### src/rtl/muldiv_seq.sv
// muldiv_seq: multi-cycle RV32M execution unit for the EX stage.
// Multiplies go through a MUL_LAT-cycle product path. Divides run a
// 32-iteration restoring divider. The pipeline is stalled until the result
// is ready. Divide-by-zero and signed overflow return the RV32M values.
module muldiv_seq #(
  parameter int MUL_LAT  = 2,
  parameter bit DIV_FAST = 1'b1
) (
  input  logic        clk,
  input  logic        rst,
  input  logic        start,
  input  logic [2:0]  funct3,
  input  logic [31:0] rs1,
  input  logic [31:0] rs2,
  input  logic        flush,
  output logic        stall,
  output logic        done,
  output logic [31:0] result,
  output logic        busy
);

  typedef enum logic [1:0] {
    S_IDLE,
    S_MUL,
    S_DIV,
    S_DONE
  } state_e;

  localparam logic [5:0] MUL_LAST = 6'(MUL_LAT - 1);
  localparam logic [5:0] DIV_LAST = 6'd31;

  state_e      state_q, state_d;
  logic [1:0]  funct3_q, funct3_d;
  logic [31:0] a_q, a_d;
  logic [31:0] b_q, b_d;
  logic [31:0] dvsr_q, dvsr_d;
  logic [31:0] quo_q, quo_d;
  logic [32:0] rem_q, rem_d;
  logic [5:0]  cnt_q, cnt_d;
  logic [31:0] result_q, result_d;

  // Divide by zero, or the one signed quotient that does not fit in 32 bits.
  // f3[0]=0 marks the signed divide ops (DIV, REM).
  function automatic logic is_special(input logic [1:0] f3, input logic [31:0] a,
                                      input logic [31:0] b);
    return (b == 32'd0) || (!f3[0] && (a == 32'h8000_0000) && (b == 32'hFFFF_FFFF));
  endfunction

  // RV32M results for the special cases; f3[1]=1 selects the remainder.
  function automatic logic [31:0] special_result(input logic [1:0] f3, input logic [31:0] a,
                                                 input logic [31:0] b);
    if (b == 32'd0) return f3[1] ? a : 32'hFFFF_FFFF;
    return f3[1] ? 32'd0 : 32'h8000_0000;
  endfunction

  function automatic logic [31:0] mag(input logic [31:0] v, input logic sgn);
    return (sgn && v[31]) ? -v : v;
  endfunction

  // Product path. Operands are sign- or zero-extended to 64 bits; the low
  // 64 bits of the product are then correct for every signedness combination.
  logic        a_sgn, b_sgn;
  logic [63:0] a_ext, b_ext, prod;
  logic [31:0] mul_res;
  always_comb begin
    a_sgn   = (funct3_q != 2'b11) & a_q[31];
    b_sgn   = ~funct3_q[1] & b_q[31];
    a_ext   = {{32{a_sgn}}, a_q};
    b_ext   = {{32{b_sgn}}, b_q};
    prod    = a_ext * b_ext;
    mul_res = (funct3_q == 2'b00) ? prod[31:0] : prod[63:32];
  end

  // One restoring-divide step on magnitudes, plus the sign fix and special
  // override applied when the last step retires.
  logic [33:0] shifted, diff;
  logic        q_bit, div_sgn, neg_q, neg_r;
  logic [32:0] rem_next;
  logic [31:0] quo_next, div_res;
  always_comb begin
    shifted  = {rem_q, quo_q[31]};
    diff     = shifted - {2'b00, dvsr_q};
    q_bit    = ~diff[33];
    rem_next = q_bit ? diff[32:0] : shifted[32:0];
    quo_next = {quo_q[30:0], q_bit};
    div_sgn  = ~funct3_q[0];
    neg_q    = div_sgn & (a_q[31] ^ b_q[31]);
    neg_r    = div_sgn & a_q[31];
    if (funct3_q[1]) div_res = neg_r ? -rem_next[31:0] : rem_next[31:0];
    else             div_res = neg_q ? -quo_next : quo_next;
    if (is_special(funct3_q, a_q, b_q)) div_res = special_result(funct3_q, a_q, b_q);
  end

  // Next-state, datapath loads and handshake outputs.
  always_comb begin
    state_d  = state_q;
    funct3_d = funct3_q;
    a_d      = a_q;
    b_d      = b_q;
    dvsr_d   = dvsr_q;
    quo_d    = quo_q;
    rem_d    = rem_q;
    cnt_d    = cnt_q;
    result_d = result_q;
    stall    = 1'b0;
    done     = 1'b0;
    busy     = (state_q != S_IDLE);
    unique case (state_q)
      S_IDLE: begin
        stall = start;
        if (start && !flush) begin
          funct3_d = funct3[1:0];
          a_d      = rs1;
          b_d      = rs2;
          cnt_d    = 6'd0;
          if (!funct3[2]) begin
            state_d = S_MUL;
          end else if (DIV_FAST && is_special(funct3[1:0], rs1, rs2)) begin
            state_d  = S_DONE;
            result_d = special_result(funct3[1:0], rs1, rs2);
          end else begin
            state_d = S_DIV;
            quo_d   = mag(rs1, ~funct3[0]);
            dvsr_d  = mag(rs2, ~funct3[0]);
            rem_d   = 33'd0;
          end
        end
      end
      S_MUL: begin
        stall = 1'b1;
        if (flush) begin
          state_d = S_IDLE;
          cnt_d   = 6'd0;
        end else if (cnt_q == MUL_LAST) begin
          state_d  = S_DONE;
          result_d = mul_res;
          cnt_d    = 6'd0;
        end else begin
          cnt_d = cnt_q + 6'd1;
        end
      end
      S_DIV: begin
        stall = 1'b1;
        if (flush) begin
          state_d = S_IDLE;
          cnt_d   = 6'd0;
        end else begin
          rem_d = rem_next;
          quo_d = quo_next;
          if (cnt_q == DIV_LAST) begin
            state_d  = S_DONE;
            result_d = div_res;
            cnt_d    = 6'd0;
          end else begin
            cnt_d = cnt_q + 6'd1;
          end
        end
      end
      S_DONE: begin
        done    = 1'b1;
        state_d = S_IDLE;
      end
      default: state_d = S_IDLE;
    endcase
  end

  // State and datapath registers with synchronous reset.
  always_ff @(posedge clk) begin
    if (rst) begin
      state_q  <= S_IDLE;
      funct3_q <= 2'b00;
      a_q      <= 32'd0;
      b_q      <= 32'd0;
      dvsr_q   <= 32'd0;
      quo_q    <= 32'd0;
      rem_q    <= 33'd0;
      cnt_q    <= 6'd0;
      result_q <= 32'd0;
    end else begin
      state_q  <= state_d;
      funct3_q <= funct3_d;
      a_q      <= a_d;
      b_q      <= b_d;
      dvsr_q   <= dvsr_d;
      quo_q    <= quo_d;
      rem_q    <= rem_d;
      cnt_q    <= cnt_d;
      result_q <= result_d;
    end
  end

  assign result = result_q;

endmodule

### config.mk
export PLATFORM = sky130hd
export DESIGN_NAME = muldiv_seq
export DESIGN_NICKNAME = d
export VERILOG_FILES = /design/src/rtl/muldiv_seq.sv
export SDC_FILE = /design/constraint.sdc
export NUM_CORES = 2
export LEC_CHECK = 0
export ABC_CLOCK_PERIOD_IN_PS = 8950
export BUFFER_PORTS_ARGS = -buffer_cell sky130_fd_sc_hd__buf_4
export CAP_MARGIN = 20
export CORE_UTILIZATION = 35
export DETAILED_ROUTE_END_ITERATION = 8
export GPL_TIMING_DRIVEN = 1
export HOLD_SLACK_MARGIN = 0.12
export PLACE_DENSITY_LB_ADDON = 0.15
export SYNTH_ARGS = -nofsm -noshare
export SYNTH_HDL_FRONTEND = slang
export SYNTH_SLANG_ARGS = --single-unit
export TNS_END_PERCENT = 20
### constraint.sdc
create_clock -name clk -period 8.95 [get_ports clk]
set_clock_uncertainty 0.1 [all_clocks]
set_input_delay 0.895 -clock clk [delete_from_list [all_inputs] [get_ports clk]]
set_output_delay 0.895 -clock clk [all_outputs]
set_load 0.01 [all_outputs]
=== After elaboration in Yosys (flattened, before gate mapping) ===
Index checks and enable logic that the tools add are counted.

* Flip-flop bits (word level): 203
* Input bits: 71
* Output and inout bits: 35
* Word-level logic and storage cells: 129

* Add/subtract/negate cells: 6
* Multiply operators: 1
* Equal/unequal tests: 20
* Mux-type cells: 57
* Bitwise gates (word level): 10
* Reductions and logical operators: 26

{| class="wikitable"
|+ Operators with widths
! cell !! number
|-
| 32-bit 2-to-1 mux || 26
|-
| 33-bit 2-to-1 mux || 5
|-
| 32-bit == test, second input constant || 4
|-
| 32-bit negator || 4
|-
| 32-bit case mux with 3 select lines || 1
|-
| 33-bit case mux with 2 select lines || 1
|-
| 32-bit logical NOT || 2
|-
| 33-bit by 33-bit multiplier with 64-bit output || 1
|-
| 32-bit case mux with 2 select lines || 1
|-
| 34-bit by 32-bit subtractor with 34-bit output || 1
|-
| 6-bit 2-to-1 mux || 5
|-
| 2-bit inequality test, second input constant || 9
|-
| 6-bit case mux with 3 select lines || 1
|-
| 2-bit 2-to-1 mux || 6
|-
| 1-bit 2-to-1 mux || 9
|-
| 2-bit case mux with 4 select lines || 1
|-
| 8-bit AND reduction || 1
|-
| 1-bit logical AND || 7
|-
| 6-bit by 1-bit adder with 6-bit output, second input constant || 1
|-
| 6-bit by 1-bit == test with 1-bit output, second input constant || 1
|-
| 6-bit by 5-bit == test with 1-bit output, second input constant || 1
|-
| 3-bit inequality test, second input constant || 2
|-
| 1-bit inverter || 5
|-
| 5-bit AND reduction || 1
|-
| 14 further kinds || 24
|}

=== Logic depth before layout (Yosys ltp) ===
* Word-level depth: 13
* Mapped depth: 32
* Mapped depth without buffers: 30

=== Worst setup path after synthesis ===
OpenSTA, ideal clock, no wires.

* Path type: register -> register
* Start: register a_q[31]
* End: register result_q[28] (netlist: result[28])
* Library setup time: 0.086 ns
* Data arrival time: 8.778 ns
* Data required time: 8.764 ns
* Path slack: -0.015 ns
* Stages on the path, launching flop included: 28
* Buffers on the path: 4
* Period minus slack after synthesis: 8.965 ns
* Path through: dfxtp_1 clkbuf_1 a21boi_0 clkbuf_1 clkbuf_1 nand2_1 fa_1 fa_1 inv_1 fa_1 inv_1 fa_1 inv_1 fa_1 fa_1 fa_1 inv_1 fa_1 inv_1 ha_1 clkbuf_1 and3_1 nand3_1 o31ai_1 a41oi_1 a211o_1 or3_1 a221oi_2

* Cells in the longest elaborated chain, start to end: 8

{| class="wikitable"
|+ Ends and longest elaborated chain
! item !! line !! text
|-
| start: declaration || 34 || <nowiki>logic [31:0] a_q, a_d;</nowiki>
|-
| start signal: assignment || 172 || <nowiki>a_q <= 32'd0;</nowiki>
|-
| start signal: assignment || 182 || <nowiki>a_q <= a_d;</nowiki>
|-
| parallel branches: the longest is 7 deep, another holds 33-bit by 33-bit multiplier with 64-bit output || -- ||
|-
| 32-bit case mux with 3 select lines * || 108 || <nowiki>unique case (state_q)</nowiki>
|-
| end signal: assignment || 188 || <nowiki>result_q <= result_d;</nowiki>
|-
| end: declaration || 40 || <nowiki>logic [31:0] result_q, result_d;</nowiki>
|}

Mark *: on every way between the ends. The select of a mux whose other input is x is not followed.
A chain may end at the register's enable or synchronous reset.

=== Worst setup path in the final report ===
* Start: register a_q[16]
* End: register result_q[31] (netlist: result[31])

* Cells in the longest elaborated chain, start to end: 8

{| class="wikitable"
|+ Ends and longest elaborated chain
! item !! line
|-
| parallel branches: the longest is 7 deep, another holds 33-bit by 33-bit multiplier with 64-bit output || --
|-
| 32-bit case mux with 3 select lines * || 108
|}

Marked as above.

==> qor.csv <==
stage,metric,value,unit
outcome,status,"finished, final reports clean",
detailed_routing,TritonRoute pass-1 iters,6,
hold_path,WHS Endpoint,result[18]$_SDFFE_PP0P_,
floorplan,Die W,391,um
synthesis,"Net Count, Synth",7786,
cells_and_area,post-layout net count,7701,
clock_tree,TritonCTS buffer count,27,
hold_path,number of cells on the worst hold path,2,
synthesis,mux share of post-synthesis cell area,0.506,%
synthesis,largest family of logic cells by synthesized area,adder cells,
power_and_ir_drop,PwrDens,129,nW/um2
clock_tree,"Reg clk slew, reported paths",0.07,ns
worst_setup_path,CP arrival,9.12,ns
clock_tree,Clock Latency Late Sink,0.57,ns
synthesis,Synth Warn #,0,
synthesis,Yosys reg bits,203,
clock_tree,CTS Hold Bufs,0,
sta,"Period Utilization, post-route",97.9,%
run,max_cap viols,0,
synthesis,Post-Syn Area per Cell,8.36,um2
synthesis,Post-synth EDFFs,0,
clock_tree,Root Buffer,clkbuf_16,
place,IO buf count,105,
worst_setup_path,Critical Path RT,9.30,ns
clock_tree,CTS-repair resized insts,1,
power_and_ir_drop,Max IR drop VDD,0.262,mV
worst_setup_path,startpoint types,flop,
sta,Hold WS,0.359,ns
detailed_routing,routed via count,43200,
clock_tree,clk sinks,203,
clock_tree,H-tree levels,1,
floorplan,DIE AREA,153000,um2
cells_and_area,area grow syn2layout,9.03,%
floorplan,Cell Rows,142,
synthesis,Post-Synth Adder-Cell Area,48.7,%
detailed_routing,vias per inst,5.21,
worst_setup_path,crit path kind,reg2reg,
worst_setup_path,CP Max Fanout,16,
detailed_routing,routed wire length,190000,um
floorplan,num ports,106,
hold_path,HP Class,reg2reg,
sta,final setup fails,0,
sta,minimum clock period,8.76,ns
global_route,antenna violations before repair,11,
clock_tree,CTS tree,yes,
worst_setup_path,cells on worst reg2reg path,29,
worst_setup_path,"Largest stage delay, worst path",0.72,ns
place,gpl congestion,0.925,
sta,f_max,114,MHz
place,Final HPWL DP,152000,um
global_route,vias in the first global route,45000,
clock_tree,postcts setup bufs,0,
detailed_routing,DR iter-0 viols,3138,
synthesis,Yosys cell types,93,
sta,max-slew violation count,0,
power_and_ir_drop,leakage,26.9,nW
worst_setup_path,slowest CP cell,dfxtp_2,
sta,Worst Tran Pin Value,1.25,ns
hold_path,Worst Min Path Start,result[18]$_SDFFE_PP0P_,
synthesis,XOR/XNOR Fraction of Synth Area,3.62,%
global_route,largest net degree at the start of global routing,86,
sta,Fin. Hold Viols,0,
synthesis,Syn Inst Count,6332,
detailed_routing,DRC,0,
synthesis,"Seq/Total Area, Yosys",7.68,%
sta,Rel. slew slack,16.2,%
sta,Setup Total Neg Slack,0,ns
cells_and_area,layout cell share with drive strength beyond 1,7.09,%
synthesis,Post-Syn Area,52900,um2
synthesis,Synth Area in Simple Gates,17.8,%
detailed_routing,Avg WL per Cell,22.9,um
worst_setup_path,Worst setup EP type,flop,
worst_setup_path,FF-to-FF End,result[31]$_SDFFE_PP0P_,
worst_setup_path,Most common cell on crit path,fa_1,
global_route,grt total ovfl,0,
worst_setup_path,reg-to-reg startpoint,a_q[16]$_SDFFE_PP0P_,
floorplan,Die Height,391,um
global_route,Global Route Usage Sum,25.2,%
clock_tree,CTS Buffer Depth,3,
synthesis,Synth Area in Compound Gates,10.3,%
synthesis,Async SR Flop Fraction,0,%
global_route,first-pass GRT wire length,290000,um
worst_setup_path,R2R setup slack,0.19,ns
floorplan,core area,150000,um2
synthesis,"Top FF cell, synth",dfxtp_1,
floorplan,Initial Util,35.3,%
sta,RSZ-0062 raised after global routing,false,
detailed_routing,ANT nets after route,0,
Yosys cell counts, types with 41 or more instances:
library cell,count,share of area [%]
a21o_1,52,0.74
o21ai_0,192,1.8
xnor2_1,123,2.0
ha_1,257,6.1
nand2_1,1123,8.0
a21oi_1,289,2.7
a211oi_1,48,0.68
clkbuf_1,393,2.8
xor2_1,96,1.6
and2_1,370,4.4
inv_1,1179,8.4
nor2_1,225,1.6
fa_1,1126,43
nor3_1,51,0.48
nand3_1,53,0.50
dfxtp_1,203,7.7
nand4_1,41,0.48
sequential cells by signal, indices dropped and copies added, names as in the netlist:
| signal | cells |
|---|---|
| a_q | 32 |
| b_q | 32 |
| cnt_q | 6 |
| dvsr_q | 32 |
| funct3_q | 2 |
| quo_q | 32 |
| rem_q | 33 |
| result | 32 |
| state_q | 2 |
worst max-delay path: cells and delay by family, from the launching register on:
family | cells | cell delay (ns)
simple gates | 2 | 0.30
flops | 1 | 0.72
xor+xnor | 1 | 0.31
buf+inv | 7 | 0.76
compound gates | 10 | 2.07
fa+ha+maj | 9 | 4.34
cell type report:
type | count | area, um2
clock buffer | 39 | 811
clock inverter | 7 | 139
inverter | 1179 | 4430
antenna | 5 | 12.5
multi-input combinational | 4530 | 42900
sequential | 203 | 4110
fill | 15700 | 92200
timing repair buffer | 306 | 2770
tap | 2016 | 2520
cell usage in the layout, fill, tap and decap left out, types with 36 or more instances in the layout:
| cell type | count |
|---|---|
| nor4_1 | 36 |
| nand2_1 | 1122 |
| nor2_1 | 222 |
| xnor2_1 | 123 |
| nor3_1 | 51 |
| inv_1 | 1178 |
| ha_1 | 256 |
| buf_12 | 36 |
| a21oi_1 | 289 |
| nand4_1 | 41 |
| nand3_1 | 53 |
| dfxtp_1 | 176 |
| buf_4 | 267 |
| a21o_1 | 52 |
| xor2_1 | 96 |
| fa_1 | 1124 |
| a211oi_1 | 47 |
| and2_1 | 370 |
| o21ai_0 | 191 |
stage by stage:
step	instance area (um2)	utilization, %	instances	worst slack, ns	power [mW]
2_1_floorplan	52900	-	6332	0.0264	4.22
3_3_place_gp	56600	37.8	8232	0.0105	6.16
3_5_place_dp	56600	37.8	8232	0.0147	6.17
4_1_cts	57600	38.4	8278	0.0322	7.39
5_1_grt	57700	38.5	8282	0.00408	7.88
6_report	57700	38.5	8285	0.186	7.43
where the power goes:
part	switching (mW)	leakage [nW]	internal (mW)
clock network	0.463	0.469	0.736
registers	0.207	1.66	1.00
logic	3.37	24.8	1.65
total	4.04	26.9	3.38
logic make-up after synthesis:
family / Yosys count
XOR/XNOR: 219
buffers and inverters: 1599
flip-flops: 203
adder cells (fa/ha/maj): 1383
multiplexers: 26
AND/OR/NAND/NOR: 2046
AO/OA/AOI/OAI: 856
worst max path at each step:
| stage | from | endpoint | slack (ns) | depth (start not counted) |
|---|---|---|---|---|
| detailed placement | a_q[21]$_SDFFE_PP0P_ | result[28]$_SDFFE_PP0P_ | 0.01 | 25 |
| finish | a_q[16]$_SDFFE_PP0P_ | result[31]$_SDFFE_PP0P_ | 0.19 | 29 |
| global placement | a_q[21]$_SDFFE_PP0P_ | result[28]$_SDFFE_PP0P_ | 0.01 | 25 |
| global route | a_q[19]$_SDFFE_PP0P_ | result[31]$_SDFFE_PP0P_ | 0.004 | 27 |
| floorplan | a_q[31]$_SDFFE_PP0P_ | result[28]$_SDFFE_PP0P_ | 0.03 | 27 |
| CTS | a_q[23]$_SDFFE_PP0P_ | result[28]$_SDFFE_PP0P_ | 0.03 | 25 |
routing by layer:
layer / share of wire, % / vias up / track usage [%] / wire length [um]
li1: - / 19200 / - / -
met1: 42 / 22300 / 33.8 / 79800
met2: 48 / 1337 / 42.3 / 91200
met3: 5.8 / 268 / 2.91 / 11000
met4: 4.0 / 6 / 8.32 / 7500
met5: 0.028 / - / 0 / 54
(Power assumes the default switching activity.)
